**config.mk**
```make
export PLATFORM = sky130hd
export DESIGN_NAME = mem_port_arbiter
export DESIGN_NICKNAME = d
export VERILOG_FILES = /design/src/rtl/mem_arb_pkg.sv /design/src/rtl/mem_addr_check.sv /design/src/rtl/mem_port_arbiter.sv
export SDC_FILE = /design/constraint.sdc
export NUM_CORES = 1
export LEC_CHECK = 0
export ABC_AREA = 1
export ABC_CLOCK_PERIOD_IN_PS = 3600
export CAP_MARGIN = 25
export CORE_AREA = 2 2 115 117
export CTS_BUF_LIST = sky130_fd_sc_hd__clkbuf_16
export CTS_CLUSTER_SIZE = 24
export DETAILED_ROUTE_END_ITERATION = 6
export DIE_AREA = 0 0 117 119
export GPL_TIMING_DRIVEN = 0
export PLACE_DENSITY = 0.86
export REMOVE_ABC_BUFFERS = 1
export SKIP_LAST_GASP = 1
export SLEW_MARGIN = 20
export SYNTH_ARGS = -nofsm -noshare
export SYNTH_HDL_FRONTEND = slang
export SYNTH_SLANG_ARGS = --single-unit
```
**constraint.sdc**
```tcl
create_clock -name clk -period 3.6 [get_ports clk]
set_input_delay 0.72 -clock clk [delete_from_list [all_inputs] [get_ports clk]]
set_output_delay 0.72 -clock clk [all_outputs]
set_load 0.01 [all_outputs]
```
**src/rtl/mem_arb_pkg.sv**
```systemverilog
// ---------------------------------------------------------------------------
// mem_arb_pkg: shared types and defaults for the fetch/data memory arbiter.
// Revision: 1.0
// ---------------------------------------------------------------------------
`default_nettype none

package mem_arb_pkg;

   typedef enum logic [1:0] {
      IDLE   = 2'd0,
      ACCESS = 2'd1,
      RESP   = 2'd2
   } arb_state_e;

   localparam logic SEL_IF = 1'b0;
   localparam logic SEL_D  = 1'b1;

   localparam int DEF_MEM_SIZE = 64;
   localparam int DEF_MAX_WAIT = 4;

   // Counter must be able to hold MAX_WAIT itself (saturation value).
   function automatic int wait_width(input int max_wait);
      return (max_wait < 1) ? 1 : $clog2(max_wait + 1);
   endfunction

endpackage

`default_nettype wire

```
**src/rtl/mem_addr_check.sv**
```systemverilog
// ---------------------------------------------------------------------------
// mem_addr_check: flags misaligned or out-of-range word accesses.
// Revision: 1.0
// ---------------------------------------------------------------------------
`default_nettype none

module mem_addr_check #(
   parameter int MEM_SIZE = 64
) (
   input  logic [31:0] addr,
   output logic        fault
);

   logic [31:0] w_word_idx;

   assign w_word_idx = {2'b00, addr[31:2]};
   assign fault      = (addr[1:0] != 2'b00) || (w_word_idx >= 32'(MEM_SIZE));

endmodule

`default_nettype wire

```
**src/rtl/mem_port_arbiter.sv**
```systemverilog
// ---------------------------------------------------------------------------
// mem_port_arbiter: shares one memory port between fetch and load/store.
// Revision: 1.0
// ---------------------------------------------------------------------------
`default_nettype none

module mem_port_arbiter
   import mem_arb_pkg::*;
#(
   parameter int MEM_SIZE = DEF_MEM_SIZE,
   parameter int MAX_WAIT = DEF_MAX_WAIT
) (
   input  logic        clk,
   input  logic        rst_n,
   input  logic        if_req,
   input  logic [31:0] if_addr,
   output logic        if_ack,
   output logic [31:0] if_rdata,
   output logic        if_err,
   input  logic        d_req,
   input  logic        d_we,
   input  logic [31:0] d_addr,
   input  logic [31:0] d_wdata,
   output logic        d_ack,
   output logic [31:0] d_rdata,
   output logic        d_err,
   output logic [31:0] mem_addr,
   output logic        mem_we,
   output logic [31:0] mem_wdata,
   input  logic [31:0] mem_rdata
);

   localparam int                WAIT_W   = wait_width(MAX_WAIT);
   localparam logic [WAIT_W-1:0] WAIT_MAX = WAIT_W'(MAX_WAIT);

   arb_state_e        state_q, state_d;
   logic [WAIT_W-1:0] wait_q, wait_d;
   logic              sel_q, sel_d;
   logic              we_q, we_d;
   logic [31:0]       addr_q, addr_d;
   logic [31:0]       wdata_q, wdata_d;
   logic [31:0]       if_rdata_q, if_rdata_d;
   logic [31:0]       d_rdata_q, d_rdata_d;
   logic              err_q, err_d;

   logic              w_fault;
   logic              w_grant;
   logic [31:0]       w_rd;

   mem_addr_check #(
      .MEM_SIZE (MEM_SIZE)
   ) u_addr_check (
      .addr  (addr_q),
      .fault (w_fault)
   );

   // Faulting accesses and stores never expose memory contents.
   assign w_rd = (w_fault || we_q) ? 32'd0 : mem_rdata;

   always_comb begin
      state_d    = state_q;
      wait_d     = wait_q;
      sel_d      = sel_q;
      we_d       = we_q;
      addr_d     = addr_q;
      wdata_d    = wdata_q;
      if_rdata_d = if_rdata_q;
      d_rdata_d  = d_rdata_q;
      err_d      = err_q;
      w_grant    = 1'b0;

      case (state_q)
         IDLE: begin
            if (d_req && (wait_q < WAIT_MAX)) begin
               w_grant = 1'b1;
               sel_d   = SEL_D;
               if (if_req) begin
                  wait_d = wait_q + WAIT_W'(1);
               end
            end else if (if_req) begin
               w_grant = 1'b1;
               sel_d   = SEL_IF;
               wait_d  = '0;
            end else if (d_req) begin
               w_grant = 1'b1;
               sel_d   = SEL_D;
            end

            if (w_grant) begin
               state_d = ACCESS;
               if (sel_d == SEL_D) begin
                  addr_d  = d_addr;
                  wdata_d = d_wdata;
                  we_d    = d_we;
               end else begin
                  addr_d  = if_addr;
                  we_d    = 1'b0;
               end
            end
         end

         ACCESS: begin
            state_d = RESP;
            err_d   = w_fault;
            if (sel_q == SEL_D) begin
               d_rdata_d = w_rd;
            end else begin
               if_rdata_d = w_rd;
            end
         end

         RESP: begin
            state_d = IDLE;
         end

         default: begin
            state_d = IDLE;
         end
      endcase
   end

   always_ff @(posedge clk) begin
      if (!rst_n) begin
         state_q    <= IDLE;
         wait_q     <= '0;
         sel_q      <= SEL_IF;
         we_q       <= 1'b0;
         addr_q     <= '0;
         wdata_q    <= '0;
         if_rdata_q <= '0;
         d_rdata_q  <= '0;
         err_q      <= 1'b0;
      end else begin
         state_q    <= state_d;
         wait_q     <= wait_d;
         sel_q      <= sel_d;
         we_q       <= we_d;
         addr_q     <= addr_d;
         wdata_q    <= wdata_d;
         if_rdata_q <= if_rdata_d;
         d_rdata_q  <= d_rdata_d;
         err_q      <= err_d;
      end
   end

   assign if_ack    = (state_q == RESP) && (sel_q == SEL_IF);
   assign d_ack     = (state_q == RESP) && (sel_q == SEL_D);
   assign if_err    = if_ack && err_q;
   assign d_err     = d_ack && err_q;
   assign if_rdata  = if_rdata_q;
   assign d_rdata   = d_rdata_q;
   assign mem_addr  = addr_q;
   assign mem_wdata = wdata_q;

   // Gating by rst_n blocks a write in the very cycle reset is asserted.
   assign mem_we = rst_n && (state_q == ACCESS) && (sel_q == SEL_D) && we_q && !w_fault;

endmodule

`default_nettype wire

```
# After elaboration in Yosys (flattened, before gate mapping)
# Index checks and enable logic that the tools add are counted.
dict set report classes {
  addsub 1
  multipliers 0
  div_mod_pow 0
  magnitude_cmp 2
  n_eq_ne 3
  n_shift 0
  muxes 16
  n_bitwise 1
  reduce_logical 19
}
# cell n
set op_table {}
lappend op_table {{$mux W32} 2}
lappend op_table {{$ge A30 B7 Y1 const B} 1}
lappend op_table {{$logic_and A1 B1 Y1} 9}
lappend op_table {{$mux W1} 9}
lappend op_table {{$mux W3} 3}
lappend op_table {{$reduce_and A2 Y1} 4}
lappend op_table {{$pmux W2 S2} 1}
lappend op_table {{$add A3 B1 Y3 const B} 1}
lappend op_table {{$lt A3 B3 Y1 const B} 1}
lappend op_table {{$reduce_and A3 Y1} 1}
lappend op_table {{$eq A2 B1 Y1 const B} 1}
lappend op_table {{$eq A2 B2 Y1 const B} 1}
lappend op_table {{$logic_not A2 Y1} 1}
lappend op_table {{$logic_or A1 B1 Y1} 2}
lappend op_table {{$mux W2} 1}
lappend op_table {{$ne A2 B1 Y1 const B} 1}
lappend op_table {{$reduce_bool A2 Y1} 1}
lappend op_table {{$logic_not A1 Y1} 1}
lappend op_table {{$not A1 Y1} 1}
dict set report word_totals {
  regBits 136
  latchBits 0
  ramBits 0
  romBits 0
  output_inout_bits 133
  word_cells 51
  memories 0
}

# Longest topological paths before layout
dict set report depth {
  ltp_word 6
  depth_mapped 10
  mapped_depth_nobuf 9
}

# Cells and area by module
# A second synthesis with hierarchy kept.
dict set report hier_totals {
  hier_cells 891
  area_unflattened_um2 5905.7
}
# mod instances cells_each area_each_um2
set by_module_without_submodules {}
lappend by_module_without_submodules {mem_port_arbiter 1 868 5816.8}
lappend by_module_without_submodules {mem_addr_check 1 23 88.8}

# Worst setup path after synthesis
# Ideal clock, no wire load.
dict set report synth_timing {
  kind {in2out}
  startpoint {input rst_n}
  endpoint {output mem_we}
  arrival_ns 1.552
  slack_ns 1.328
  path_stages 4
  path_buffers 2
  cell_sequence {clkbuf_1 > clkbuf_1 > nand3_1 > nor3_1}
}
dict set report synth_via {
  elab_chain_cells 4
}
# item line_no
set synth_rtl {}
lappend synth_rtl {{from (decl)} mem_port_arbiter.sv:14} ;# input logic rst_n,
lappend synth_rtl {{$logic_and A1 B1 Y1 (4 in series)} mem_port_arbiter.sv:156} ;# assign mem_we = rst_n && (state_q == ACCESS) && (sel_q == SEL_D) && we_q && !w_fault;
lappend synth_rtl {{to (decl)} mem_port_arbiter.sv:28} ;# output logic mem_we,
# Every way passes these cells.

# Worst setup path in the final report
dict set report layout_timing {
  startpoint {register sel_q}
  endpoint {output mem_we}
}
dict set report layout_via {
  elab_chain_cells 3
}
# item line_no
set layout_rtl {}
lappend layout_rtl {{from (decl)} mem_port_arbiter.sv:38} ;# logic sel_q, sel_d;
lappend layout_rtl {{from (signal assigned)} mem_port_arbiter.sv:136} ;# sel_q <= sel_d;
lappend layout_rtl {{$logic_and A1 B1 Y1 (3 in series)} mem_port_arbiter.sv:156}
# Every way passes these cells.

==> run metrics <==
setup TNS 0 ns; ant diodes 0; Post-synth EDFFs 0; final slew viol count 0; Leak 3.49 nW; final hold vios 0; post-DP HPWL 11200 um; Routed met2 length between 7000 and 8000 um; hold_buf cts 0; final WL between 15000 and 20000 um; GP Congestion between 0.7 and 0.8; CTS max path bufs 2; DIE AREA ~0.014 sq mm; Switching Share between 20% and 30%; largest net degree at the start of global routing about 80; fraction of registers with async set or reset after synthesis 0%; Area Overhead vs Synth 62.0%; #FFs+latches synth 136; CTS Root Cell clkbuf_16; fin nets 1051; FF-to-FF End mem_wdata[6]$_SDFFE_PN0P_; Tightest Hold Check Type reg2reg; net switching power between 1 and 1.5 mW; Synth area leader dfxtp_1; H-tree depth 4; Reg power frac approximately 40%; vias ~5500; status finished clean; Internal 3.18 mW; Mapped Cells between 600 and 700; Critical Path AT about 2.4 ns; WL met3 ~1600 um; actual slew at the worst max-slew pin approximately 0.91 ns; initial antenna violation count 0; Initial Util around 42%; Setup CP Type reg2out; reg2reg setup slack 1.00 ns; Worst setup EP type output port; All-Layer GR Usage a little under a quarter; CTS tree done; TritonCTS Buffers 17; Syn Area/Cell a little under 8 sq um; DRC 0; r2r startpoint sel_q$_SDFFE_PN0P_; count leader, synth dfxtp_1; drt pass-1 iters 6; post-synthesis cell type count 25; Critical Path Sink mem_we; Post-CTS Resized 0; layout cells sized above 1 between 6 and 7%; Post-CTS Setup Bufs 0; x dimension of the die 117 um; CP Launch Type flip-flop; Commonest cells post-synth dfxtp_1 (136), o21ai_0 (94), nor2_1 (83); post-synth top area share 50.9%; top post-synthesis cells by area dfxtp_1 (51%), o21ai_0 (8.8%), a21oi_1 (6.6%), nor2_1 (5.8%), nand2_1 (5.6%); post-synthesis cell area around 0.0053 sq mm; crit path max fanout 25; fmax between 300 and 400 MHz; via/cell ratio 4.96; Main synth FF type dfxtp_1; DR iter-0 viols about 270; Metal-1 WL about 6500 um; crit path time final between 3 and 4 ns; PwrDens ~500 mW/mm^2; max-cap violation count 0; DRT antenna net count 0; final clock skew around 0.0070 ns; CTS sink cnt approximately 140; Yosys warning count 0; Port-buffer cells about 270; Final Util about 67%; Comb power frac 19.6%; Skew-Pair Late Insertion Delay 0.41 ns; maximum VDD drop between 300 and 400 uV; first-pass GRT wire length approximately 25000 um; unrepaired setup endpoints after global routing false; fin crit share 87.4%; GRT overflow 0; Die Ht about 120 um; final setup fails 0; Critical Path Source sel_q$_SDFFE_PN0P_; CORE AREA around 0.013 sq mm; via count of the first global-routing pass 5189; top sig layer met4; Rel. slew slack 39.1%; Worst R2R Path Depth 6; CTS clk-pin slew, worst paths ~0.060 ns; Placement Rows between 40 and 50; Worst Path Required 2.88 ns; # IOs between 200 and 300; Seq/Total Area, Yosys around half; Clock power frac between 40% and 50%; Avg WL per Cell approximately 15 um
[power by group through the flow]
stage                     logic (mW)  clock network [mW]  registers (mW)
after floorplan                0.267                   0            1.80
after global placement         0.824                   0            1.74
after detailed placement       0.838                   0            1.75
after CTS                      0.843                1.79            1.72
after global routing           0.929                1.85            1.74
final                          0.846                1.75            1.72
[kinds of logic (layout without fill, tap and decap cells)]
| group | count (synthesis) | count (layout) | share of synthesized area [%] |
|---|---|---|---|
| and+or+nand+nor | 243 | 243 | 20.2 |
| AOI/OAI and AO/OA | 201 | 201 | 20.4 |
| DFF | 136 | 136 | 50.9 |
| buffers and inverters | 99 | 349 | 8.24 |
| adders and majority gates | 1 | 1 | 0.234 |
[through the flow]
stage               cells  setup WS (ns)  instance area (sq um)  hold WS (ns)  total power [mW]
floorplan             629          0.771                   5090         0.436              2.07
CTS                  1105          0.421                   8630         0.464              4.35
global placement     1070          -2.26                   7960         0.450              2.57
global route         1106          0.211                   8660         0.522              4.52
finish               1106          0.454                   8660         0.465              4.32
detailed placement   1073          0.143                   8030         0.453              2.59
[critical path, cell delays in order, from the launching register on]
cell             delay [ns]
dfxtp_1                0.48
inv_1                  0.15
nor2_4                 0.49
nand3_1                0.17
nor3_1                 0.16
clkdlybuf4s50_1        0.57
[cell type report]
type,count,area (sq um)
clock buffer,17,425
clock inverter,15,178
fill,1075,4210
inverter,48,180
multi-input combinational,445,2190
sequential,136,2720
tap,176,220
timing repair buffer,269,2750
[state kept, by name, indices dropped and copies added, names as in the netlist]
signal	cells
mem_addr	32
d_rdata	32
err_q	1
if_rdata	32
state_q	2
mem_wdata	32
wait_q	3
we_q	1
sel_q	1
[layer usage]
| metal | track usage, % | up-vias |
|---|---|---|
| li1 | - | 2757 |
| met1 | 25.5 | 2498 |
| met2 | 38.7 | 216 |
| met3 | 8.09 | 20 |
| met4 | 9.56 | 0 |
| met5 | 0 | - |
[cells in the final DEF (no fill, tap or decap), types with 3 or more instances in the layout]
| cell | netlist | routed |
|---|---|---|
| inv_2 | 5 | 6 |
| nand3_1 | 59 | 59 |
| nor2_4 | 4 | 5 |
| o211ai_1 | 32 | 32 |
| bufinv_16 | 0 | 3 |
| dfxtp_1 | 136 | 136 |
| clkbuf_16 | 0 | 17 |
| clkinvlp_4 | 0 | 4 |
| nor3_1 | 4 | 4 |
| nor2_1 | 83 | 83 |
| clkdlybuf4s50_1 | 0 | 264 |
| nand2_1 | 80 | 80 |
| o21ai_0 | 94 | 94 |
| a21oi_1 | 70 | 70 |
| inv_1 | 43 | 42 |
| o21ai_1 | 3 | 3 |
| clkinv_4 | 0 | 4 |
| nand3_2 | 7 | 7 |
[worst min-delay path by stage]
stage	slack [ns]	cells past startpoint	from	end
6_report	0.47	2	wait_q[2]$_SDFFE_PN0P_	wait_q[2]$_SDFFE_PN0P_
5_1_grt	0.52	2	wait_q[1]$_SDFFE_PN0P_	wait_q[1]$_SDFFE_PN0P_
4_1_cts	0.46	2	wait_q[2]$_SDFFE_PN0P_	wait_q[2]$_SDFFE_PN0P_
3_5_place_dp	0.45	2	wait_q[2]$_SDFFE_PN0P_	wait_q[2]$_SDFFE_PN0P_
3_3_place_gp	0.45	2	wait_q[2]$_SDFFE_PN0P_	wait_q[2]$_SDFFE_PN0P_
2_1_floorplan	0.44	2	wait_q[2]$_SDFFE_PN0P_	wait_q[2]$_SDFFE_PN0P_
Power figures use the tool's default switching activity.
